### src/rtl/seq_divider.sv
// rtl/seq_divider.sv - iterative signed restoring divider, one quotient bit per clock.
// Optional zero-operand bypass: define SEQ_DIVIDER_EARLY_OUT_EN.

module ripple_carry_adder #(
  parameter int W = 5
) (
  input  logic [W-1:0] a,
  input  logic [W-1:0] b,
  input  logic         c_in,
  output logic [W-1:0] sum,
  output logic         c_out
);

  logic [W:0] carry;

  assign carry[0] = c_in;

  for (genvar i = 0; i < W; i++) begin : g_bit
    assign sum[i]       = a[i] ^ b[i] ^ carry[i];
    assign carry[i + 1] = (a[i] & b[i]) | (carry[i] & (a[i] ^ b[i]));
  end

  assign c_out = carry[W];

endmodule

module seq_divider #(
  parameter int N = 4
) (
  input  logic         clk,
  input  logic         rst_n,
  input  logic         start,
  input  logic [N-1:0] dividend,
  input  logic [N-1:0] divisor,
  output logic [N-1:0] quotient,
  output logic [N-1:0] remainder,
  output logic         busy,
  output logic         done,
  output logic         div_by_zero
);

  localparam int CW = (N > 2) ? $clog2(N) : 1;
  localparam logic [N-1:0]  ONE     = N'(1);
  localparam logic [CW-1:0] CNT_TOP = CW'(N - 1);
  localparam logic [CW-1:0] CNT_ONE = CW'(1);

  typedef enum logic [1:0] {
    IDLE,
    PREP,
    CALC,
    FIX
  } state_t;

  state_t state_q, state_d;

  logic [N-1:0]  dvd_q;
  logic [N-1:0]  dvs_q;
  logic [N:0]    dvs_mag_q;
  logic [N-1:0]  dq_q;
  logic [N-1:0]  prem_q;
  logic [CW-1:0] cnt_q;
  logic          sign_q_q;
  logic          sign_r_q;

  logic [N-1:0]  dvd_abs;
  logic [N-1:0]  dvs_abs;
  logic [N:0]    shifted;
  logic [N:0]    diff;
  logic          no_borrow;
  logic          unused_diff_msb;

  function automatic logic [N-1:0] negate(input logic [N-1:0] x);
    return ~x + ONE;
  endfunction

  // Magnitudes fit N unsigned bits even for the most-negative operand.
  assign dvd_abs = dvd_q[N-1] ? negate(dvd_q) : dvd_q;
  assign dvs_abs = dvs_q[N-1] ? negate(dvs_q) : dvs_q;

  // Partial remainder stays below |divisor|, so N bits plus the incoming bit suffice.
  assign shifted = {prem_q, dq_q[N-1]};

  ripple_carry_adder #(
    .W(N + 1)
  ) u_trial_sub (
    .a    (shifted),
    .b    (~dvs_mag_q),
    .c_in (1'b1),
    .sum  (diff),
    .c_out(no_borrow)
  );

  assign unused_diff_msb = diff[N];

`ifdef SEQ_DIVIDER_EARLY_OUT_EN
  logic early_out;
  logic [N-1:0] in_dvd_abs;

  assign early_out  = (dividend == '0) || (divisor == '0);
  assign in_dvd_abs = dividend[N-1] ? negate(dividend) : dividend;
`endif

  always_ff @(posedge clk or negedge rst_n) begin
    if (!rst_n) begin
      state_q <= IDLE;
    end else begin
      state_q <= state_d;
    end
  end

  always_comb begin
    state_d = state_q;
    case (state_q)
      IDLE: begin
        if (start) begin
`ifdef SEQ_DIVIDER_EARLY_OUT_EN
          state_d = early_out ? FIX : PREP;
`else
          state_d = PREP;
`endif
        end
      end
      PREP:    state_d = CALC;
      CALC:    if (cnt_q == '0) state_d = FIX;
      FIX:     state_d = IDLE;
      default: state_d = IDLE;
    endcase
  end

  always_ff @(posedge clk or negedge rst_n) begin
    if (!rst_n) begin
      dvd_q       <= '0;
      dvs_q       <= '0;
      dvs_mag_q   <= '0;
      dq_q        <= '0;
      prem_q      <= '0;
      cnt_q       <= '0;
      sign_q_q    <= 1'b0;
      sign_r_q    <= 1'b0;
      quotient    <= '0;
      remainder   <= '0;
      busy        <= 1'b0;
      done        <= 1'b0;
      div_by_zero <= 1'b0;
    end else begin
      done <= 1'b0;
      case (state_q)
        IDLE: begin
          if (start) begin
            dvd_q       <= dividend;
            dvs_q       <= divisor;
            busy        <= 1'b1;
            div_by_zero <= 1'b0;
`ifdef SEQ_DIVIDER_EARLY_OUT_EN
            if (early_out) begin
              dq_q     <= (divisor == '0) ? '1 : '0;
              prem_q   <= in_dvd_abs;
              sign_q_q <= dividend[N-1] ^ divisor[N-1];
              sign_r_q <= dividend[N-1];
            end
`endif
          end
        end
        PREP: begin
          dvs_mag_q <= {1'b0, dvs_abs};
          dq_q      <= dvd_abs;
          prem_q    <= '0;
          sign_q_q  <= dvd_q[N-1] ^ dvs_q[N-1];
          sign_r_q  <= dvd_q[N-1];
          cnt_q     <= CNT_TOP;
        end
        CALC: begin
          // dq_q shifts dividend bits out at the top and quotient bits in at the bottom.
          dq_q   <= {dq_q[N-2:0], no_borrow};
          prem_q <= no_borrow ? diff[N-1:0] : shifted[N-1:0];
          cnt_q  <= cnt_q - CNT_ONE;
        end
        FIX: begin
          if (dvs_q == '0) begin
            quotient  <= '1;
            remainder <= dvd_q;
          end else begin
            quotient  <= sign_q_q ? negate(dq_q) : dq_q;
            remainder <= sign_r_q ? negate(prem_q) : prem_q;
          end
          div_by_zero <= (dvs_q == '0);
          done        <= 1'b1;
          busy        <= 1'b0;
        end
        default: ;
      endcase
    end
  end

endmodule

### config.mk
export PLATFORM = sky130hd
export DESIGN_NAME = seq_divider
export DESIGN_NICKNAME = d
export VERILOG_FILES = /design/src/rtl/seq_divider.sv
export SDC_FILE = /design/constraint.sdc
export NUM_CORES = 1
export LEC_CHECK = 0
export ABC_AREA = 1
export BUFFER_PORTS_ARGS = -buffer_cell sky130_fd_sc_hd__buf_2
export CORE_ASPECT_RATIO = 0.8
export CORE_MARGIN = 5
export CORE_UTILIZATION = 40
export CTS_CLUSTER_SIZE = 25
export DETAILED_ROUTE_END_ITERATION = 8
export GPL_ROUTABILITY_DRIVEN = 0
export PLACE_DENSITY = 0.56
export SKIP_LAST_GASP = 1
export SYNTH_ARGS = -nofsm -noshare
export SYNTH_HDL_FRONTEND = slang
export SYNTH_SLANG_ARGS = --single-unit
### constraint.sdc
create_clock -name clk -period 3.08 [get_ports clk]
set_input_delay 0.308 -clock clk [delete_from_list [all_inputs] [get_ports clk]]
set_output_delay 0.308 -clock clk [all_outputs]
set_load 0.05 [all_outputs]
# Word-level counts from Yosys, hierarchy flattened
# Cells that the tools add are included.
[totals]
mem_bits_rw = 0
reg_bits = 37
output_inout_bits = 11
romBits = 0
latchBits = 0
mem_count = 0
[op_classes]
n_lt_le_gt_ge = 0
reduce_logical = 8
n_shift = 0
mul = 0
eq_ne = 5
n_addsub = 5
div = 0
n_bitwise = 29
muxes = 18
[ops]
columns = ["cell", "count"]
rows = [
  ["4-bit two-way mux", 7],
  ["4-bit by 1-bit adder with 4-bit output (second input constant)", 4],
  ["4-bit NOT", 4],
  ["4-bit case mux with 2 select lines", 2],
  ["1-bit AND", 9],
  ["1-bit XOR", 9],
  ["2-bit case mux with 4 select lines", 1],
  ["2-bit AND reduction", 3],
  ["4-bit NOT with 5-bit output", 1],
  ["1-bit OR", 5],
  ["2-bit == test (second input constant)", 2],
  ["2-bit zero test", 2],
  ["4-bit zero test", 1],
  ["2-bit two-way mux", 2],
  ["2-bit != test (second input constant)", 2],
  ["1-bit case mux with 2 select lines", 2],
  ["2-bit case mux with 2 select lines", 1],
  ["2-bit nonzero test", 2],
  ["1-bit two-way mux", 3],
  ["2-bit by 1-bit == test with 1-bit output (second input constant)", 1],
  ["2-bit by 1-bit subtractor with 2-bit output (second input constant)", 1],
  ["1-bit NOT", 1],
]

# Logic depth before layout (Yosys ltp)
# Gate-level depths: netlist of run 1.
[logic_depth]
depth_word = 13
mapped_depth = 13
ltp_nobuf = 13

# Modules after synthesis
# A second synthesis of run 1 with hierarchy kept.
[hier_totals]
cells_unflattened = 227
area_unflattened_um2 = 1966.9
[by_module_without_submodules]
columns = ["module", "seq_area_each_um2", "area_each_um2", "instances", "cells_per_inst"]
rows = [
  ["seq_divider", 925.9, 1829.3, 1, 212],
  ["ripple_carry_adder", 0.0, 137.6, 1, 15],
]

# Worst setup path before layout of run 1
# No wires, ideal clock.
[synth_timing]
path_type = "register to register"
from = "register dq_q[3]"
to = "register prem_q[2]"
t_arrival_ns = 2.082
setup_slack_ns = 0.868
n_path_buf = 0
stages_incl_launch_ff = 13
cell_sequence = "dfrtp_1 > inv_1 > ha_1 > inv_1 > fa_1 > inv_1 > fa_1 > inv_1 > fa_1 > nor2_2 > inv_1 > o211ai_1 > o21ai_0"
[synth_via]
elab_chain_cells = 12
elab_cells_between_ends = 14
[synth_rtl]
columns = ["element", "line", "text"]
rows = [
  ["from (decl)", "59", "logic [N-1:0] dq_q;"],
  ["from (signal assigned)", "166", "dq_q <= dvd_abs;"],
  ["from (signal assigned)", "174", "dq_q <= {dq_q[N-2:0], no_borrow};"],
  ["1-bit AND / 1-bit XOR (equally long branches)", "20", "assign carry[i + 1] = (a[i] & b[i]) | (carry[i] & (a[i] ^ b[i]));"],
  ["1-bit OR *", "20", ""],
  ["1-bit AND *", "20", ""],
  ["1-bit OR *", "20", ""],
  ["1-bit AND", "20", ""],
  ["1-bit OR", "20", ""],
  ["1-bit AND", "20", ""],
  ["1-bit OR", "20", ""],
  ["1-bit AND", "20", ""],
  ["1-bit OR", "20", ""],
  ["4-bit two-way mux *", "175", "prem_q <= no_borrow ? diff[N-1:0] : shifted[N-1:0];"],
  ["4-bit case mux with 2 select lines *", "147", "case (state_q)"],
  ["to (signal assigned)", "175", ""],
  ["to (decl)", "60", "logic [N-1:0] prem_q;"],
]
# Mark *: on every way between the ends. The rest lies on a longest branch, timed or not.
# A chain may end at the register's enable or synchronous reset.

# Worst setup path in the final report of run 1
# Ends and elaborated chain as after synthesis.

==> summary.md, run 1 <==
| Metric | Value |
|---|---|
| Outcome | `complete, no violations` |
| Core area | `0.00462 sq mm` |
| Post_cts resized | `0` |
| Post-synth top area share | `~48%` |
| Hold Crit Class | `in -> async` |
| Post-place setup slack | `683 ps` |
| Via count | `1,462` |
| Tot GR Track Use | `between 10% and 20%` |
| Pre-Repair DR Iteration Count | `4` |
| Clock Skew | `4.68 ps` |
| Detailed-route vias per instance | `4.75` |
| CP Max Fanout | `6` |
| IO Count | `22` |
| Min Tclk post-route | `~2400 ps` |
| CTS tree | `done` |
| Routed WL | `3960 um` |
| Final Hold Vio Count | `0` |
| H-tree depth | `2` |
| Die width | `87.5 um` |
| WS Path Type | `reg -> reg` |
| Cts hold-fix bufs | `0` |
| Reg clk slew, reported paths | `70 ps` |
| Sequential area share after synthesis | `48.1%` |
| #FFs+latches synth | `37` |
| Post-Synthesis Cells | `224` |
| IO buf count | `21` |
| DRT iter0 DRCs | `90` |
| Max cap viols | `0` |
| Hpwl dp | `2940 um` |
| TritonCTS Sinks | `37` |
| Final net count | `~270` |
| Synth Flop Type | `dfrtp_1` |
| Pin count of the biggest net entering global routing | `38` |
| Detailed-route DRC error count | `0` |
| F_max | `418 MHz` |
| Share of cells above drive strength 1 | `14.5%` |
| Syn. warnings | `0` |
| Fin. max-slew vios | `0` |
| Most frequent cell after synthesis | `nand2_1` |
| CP Launch Type | `flop` |
| N_diodes | `0` |
| Post-Syn Area | `between 0.0015 and 0.002 sq mm` |
| Wire length per cell | `12.9 um` |
| Final setup fails | `0` |
| CTS root buf | `clkbuf_8` |
| Die Height | `72.0 um` |
| Post-DRT Antenna Nets | `0` |
| Grt total ovfl | `0` |
| Slew HR | `43.8%` |
| Area Overhead vs Synth | `12.4%` |
| First-pass GRT wire length | `6710 um` |
| Setup crit end kind | `flop` |
| Synth Area per Inst | `8.59 sq um` |
| Worst-Margin Slew | `roughly 840 ps` |
| Synth cell types | `28` |
| Ranking of synthesized cells by area | `dfrtp_1 48%, nand2_1 8.8%, o21ai_0 7.5%` |
| Cts bufs inserted | `5` |
| Die ar. | `0.00630 sq mm` |
| Mapped Nets | `about 250` |
| Pwr Density | `1150 mW/mm^2` |
| Leakage | `1.11 nW` |
| Cell accounting for the most synthesized area | `dfrtp_1` |
| Final cell utilization of the core | `46.7%` |
| Setup TNS | `0 ps` |
| Row cnt | `22` |
| Worst path required time | `3240 ps` |
| Vias in the first global route | `1,374` |
| Unrepaired setup endpoints after global routing | `no` |
| Asr flop ratio synth | `100%` |
| Max rail drop VDD | `0.000632 V` |
| Clock Path Buffers | `2` |
| Fin worst setup slack | `690 ps` |
| Crit path DAT | `2550 ps` |
| Worst-Skew Late Latency | `280 ps` |
| Initial Util | `approximately two fifths` |
| Total design power | `between 0.002 and 0.0025 W` |
| Filler Cells Inserted | `between 400 and 500` |
| Buffer count from post-CTS setup fixing | `0` |
| Post-route clock period utilization | `77.6%` |
| Antenna violations before repair | `0` |
| Most instantiated cells after synthesis | `45 x nand2_1, 37 x dfrtp_1, 36 x inv_1` |
| Post-synth EDFFs | `0` |
[cells in the final DEF, fill, tap and decap left out]
| master | n |
|---|---|
| xnor2_1 | 1 |
| nor2_1 | 16 |
| a22oi_1 | 2 |
| inv_4 | 1 |
| nand4_1 | 2 |
| xor2_1 | 2 |
| fa_1 | 3 |
| o22ai_1 | 1 |
| o211ai_1 | 2 |
| clkbuf_8 | 6 |
| inv_1 | 36 |
| nand2_1 | 45 |
| dfrtp_1 | 37 |
| inv_2 | 1 |
| nor2_4 | 1 |
| buf_2 | 21 |
| o21ai_0 | 29 |
| o21a_1 | 1 |
| nand3_1 | 8 |
| ha_1 | 10 |
| nand3_4 | 1 |
| o21ai_1 | 1 |
| nand2_2 | 1 |
| nor2_2 | 2 |
| or2_2 | 1 |
| buf_4 | 1 |
| clkbuf_1 | 1 |
| a21oi_1 | 15 |
[cell families (layout without fill, tap and decap cells)]
kind of cell / count (synthesis) / after routing / share of synthesized area (%)
and+or+nand+nor: 77 / 77 / 17.4
AOI/OAI and AO/OA: 51 / 51 / 14.0
buffers and inverters: 43 / 67 / 9.43
DFF: 37 / 37 / 48.1
adders and majority gates: 13 / 13 / 9.63
xor gates and xnor gates: 3 / 3 / 1.37
[critical path: stages (launching register included)]
cell and delay, ps:
dfrtp_1 380, inv_1 110, ha_1 150, inv_1 40, fa_1 340, inv_1 80
fa_1 150, inv_1 50, fa_1 380, nor2_2 210, inv_1 110, o211ai_1 150
o21ai_0 100
[final timing paths]
path,from,to,cells past startpoint,slack (ps)
max in group asynchronous,rst_n,dvs_q[3],1,2430
max reg2reg,dq_q[3],prem_q[2],12,690
max,dq_q[3],prem_q[2],12,690
min reg2reg,remainder[3],remainder[3],2,470
min in group clk,dividend[3],dvd_q[3],3,210
min,rst_n,prem_q[3],1,120
[where the power goes]
group          internal [W]  total (W)  switching [W]
Clock              0.000178   0.000343       0.000165
Sequential         0.000699   0.000857       0.000158
Combinational      0.000400    0.00128       0.000879
Total               0.00128    0.00248        0.00120
[per-layer routing]
metal	vias to the layer above	wire (um)	global-route usage, %
li1	759	-	-
met1	667	2200	22.1
met2	28	1490	17.5
met3	8	223	3.41
met4	0	51	4.60
met5	-	0	0
[layout make-up]
type | instances | area [sq um] | area share (%)
clock buffers | 7 | 86.3 | 4.00
inverters | 38 | 145 | 6.72
multi-input cells | 144 | 816 | 37.8
flip-flops and latches | 37 | 926 | 42.8
well taps | 60 | 75.1 | 3.47
repair buffers | 22 | 113 | 5.21
[state kept, by name (all words and copies together) (netlist names)]
signal / cells
sign_q_q: 1
busy: 1
dq_q: 4
div_by_zero: 1
sign_r_q: 1
prem_q: 4
cnt_q: 2
state_q: 2
dvs_q: 4
remainder: 4
dvd_q: 4
quotient: 4
dvs_mag_q: 4
done: 1
[per-stage QoR]
stage               hold WS (ps)  cells  instance area, sq um
detailed placement           460    301                  2070
CTS                          152    308                  2160
global placement             463    301                  2070
floorplan                   12.4    224                  1920
finish                       123    308                  2160
global route                 198    308                  2160
Note: power is estimated with default switching activity, not from simulation.
==> run 2: changes to the inputs <==
Settings changed: PLACE_DENSITY 0.56 to 0.58.
Clock period 3.08 ns to 2.1 ns, I/O delays scaled along.
==> summary.md, run 2 (synthesis results as in run 1) <==
| Metric | Value |
|---|---|
| Outcome | `finished with violations` |
| Failing checks | `setup timing` |
| N_diodes | `0` |
| Leakage | `~1.2 nW` |
| Reg clk slew, reported paths | `70 ps` |
| Cts hold-fix bufs | `0` |
| Max cap viols | `0` |
| Worst path required time | `2270 ps` |
| Slew HR | `44.8%` |
| Register area | `926 sq um` |
| TritonCTS Sinks | `37` |
| Pwr Density | `1680 mW/mm^2` |
| Final hold slack | `10.3 ps` |
| Worst R2R Start | `dq_q[3]` |
| F_max | `461 MHz` |
| Setup crit start | `dq_q[3]` |
| Worst R2R Path Depth | `12` |
| Post-route clock period utilization | `103%` |
| CTS tree | `done` |
| Setup TNS | `-198 ps` |
| Hold Crit Class | `in -> async` |
| Total design power | `0.00387 W` |
| Setup crit end kind | `flop` |
| Core area | `0.00462 sq mm` |
| Min Tclk post-route | `2170 ps` |
| Most common cell after layout, fill and taps aside | `nand2_1` |
| CP Max Fanout | `6` |
| Crit path to | `prem_q[2]` |
| Post-DRT Antenna Nets | `0` |
| Worst-Skew Late Latency | `290 ps` |
| First-pass GRT wire length | `7160 um` |
| Cell family with most CP delay | `adder cells` |
| Worst-path cell chain | `inv_2 -> ha_4 -> inv_2 -> fa_2 -> inv_2 -> fa_2 -> inv_2 -> fa_2 -> nor2_4 -> inv_2 -> o211ai_1 -> o21ai_1` |
| Die width | `87.5 um` |
| Critical path's slowest cell | `dfrtp_1` |
| R2R setup slack | `-70 ps` |
| Unrepaired setup endpoints after global routing | `yes` |
| RR Endpoint | `prem_q[2]` |
| Initial Util | `41.6%` |
| Cts bufs inserted | `5` |
| Row cnt | `22` |
| Detailed-route DRC error count | `0` |
| Worst-Margin Slew | `828 ps` |
| Clock Skew | `3.63 ps` |
| Final net count | `284` |
| IO Count | `22` |
| Pre-Repair DR Iteration Count | `4` |
| H-tree depth | `2` |
| Filler Cells Inserted | `about 470` |
| Max rail drop VDD | `0.000862 V` |
| Pin count of the biggest net entering global routing | `38` |
| Slowest Stage Delay on Critical Path | `390 ps` |
| CP Depth | `12` |
| Share of cells above drive strength 1 | `roughly a quarter` |
| Area Overhead vs Synth | `19.8%` |
| CTS root buf | `clkbuf_8` |
| Hpwl dp | `approximately 3000 um` |
| Multi-input gate area | `about 850 sq um` |
| IO buf count | `21` |
| CP dominant cell by count | `inv_2` |
| Die ar. | `0.00630 sq mm` |
| Grt total ovfl | `0` |
| Clock Path Buffers | `2` |
| Fin. max-slew vios | `0` |
| Die Height | `72.0 um` |
| Final Hold Vio Count | `0` |
| Final setup fails | `5` |
| Routed WL | `4210 um` |
| Via count | `between 1,500 and 2,000` |
| Crit path DAT | `2330 ps` |
| Antenna violations before repair | `0` |
| Wire length per cell | `13.1 um` |
| CP Launch Type | `flop` |
| Worst path buffer plus inverter count | `5` |
| WS Path Type | `reg -> reg` |
| Fin worst setup slack | `-66.9 ps` |
| Detailed-route vias per instance | `4.80` |
| Vias in the first global route | `1,451` |
| Most frequent cells in the layout | `45 x nand2_1, 37 x dfrtp_1, 31 x inv_1, 26 x o21ai_0, 21 x buf_2` |
| Tot GR Track Use | `14.8%` |
| DRT iter0 DRCs | `~120` |
-- run 2: final cells by class --
| class | count | area share (%) |
|---|---|---|
| Sequential cell | 37 | 40.2 |
| Multi-Input combinational cell | 144 | 37.0 |
| Timing Repair Buffer | 34 | 8.80 |
| Inverter | 38 | 6.30 |
| Clock buffer | 7 | 4.18 |
| Tap cell | 60 | 3.26 |
| Clock inverter | 1 | 0.217 |
-- run 2: worst register-to-register path, delay by kind of cell, from the launching register on --
family                   cells  cell delay, ps
AO/OA/AOI/OAI                2             230
adder cells (fa/ha/maj)      4             970
buffers and inverters        5             290
flip-flops                   1             390
AND/OR/NAND/NOR              1             180
-- run 2: metal layers --
metal	GRT usage [%]	share of wire, %	vias to the layer above
met1	21.7	51	703
met5	0	0	-
met3	3.63	6.4	7
met4	5.11	1.7	0
met2	21.2	41	47
li1	-	-	785
-- run 2: through the flow --
stage | worst slack, ps | utilization, % | instances | instance area (sq um)
floorplan | 4.14 | - | 224 | 1930
global placement | -45.3 | 45.2 | 302 | 2090
detailed placement | -93.5 | 45.2 | 302 | 2090
CTS | -101 | 49.6 | 322 | 2290
global route | -166 | 49.8 | 321 | 2300
finish | -66.9 | 49.8 | 321 | 2300
-- run 2: timing repair --
action,in CTS,in global routing
resized for setup,8,6
endpoints found under the setup margin,5,7
setup buffers,12,1
pin swaps,1,2
-- run 2: worst min-delay path by stage --
stage                      from      endpoint  slack, ps  depth (start not counted)
final                     rst_n     prem_q[3]         10                          1
after global routing      rst_n       dq_q[3]         90                          1
after CTS                 rst_n          done         50                          1
after detailed placement  rst_n  remainder[3]        360                          1
after global placement    rst_n  remainder[3]        370                          1
after floorplan           rst_n          busy        -90                          0
-- run 2: report_power, final --
part | switching, W | internal, W | leakage, nW | total (W)
registers | 0.000249 | 0.00102 | 0.454 | 0.00127
clock network | 0.000249 | 0.000297 | 0.0542 | 0.000546
logic | 0.00134 | 0.000711 | 0.658 | 0.00205
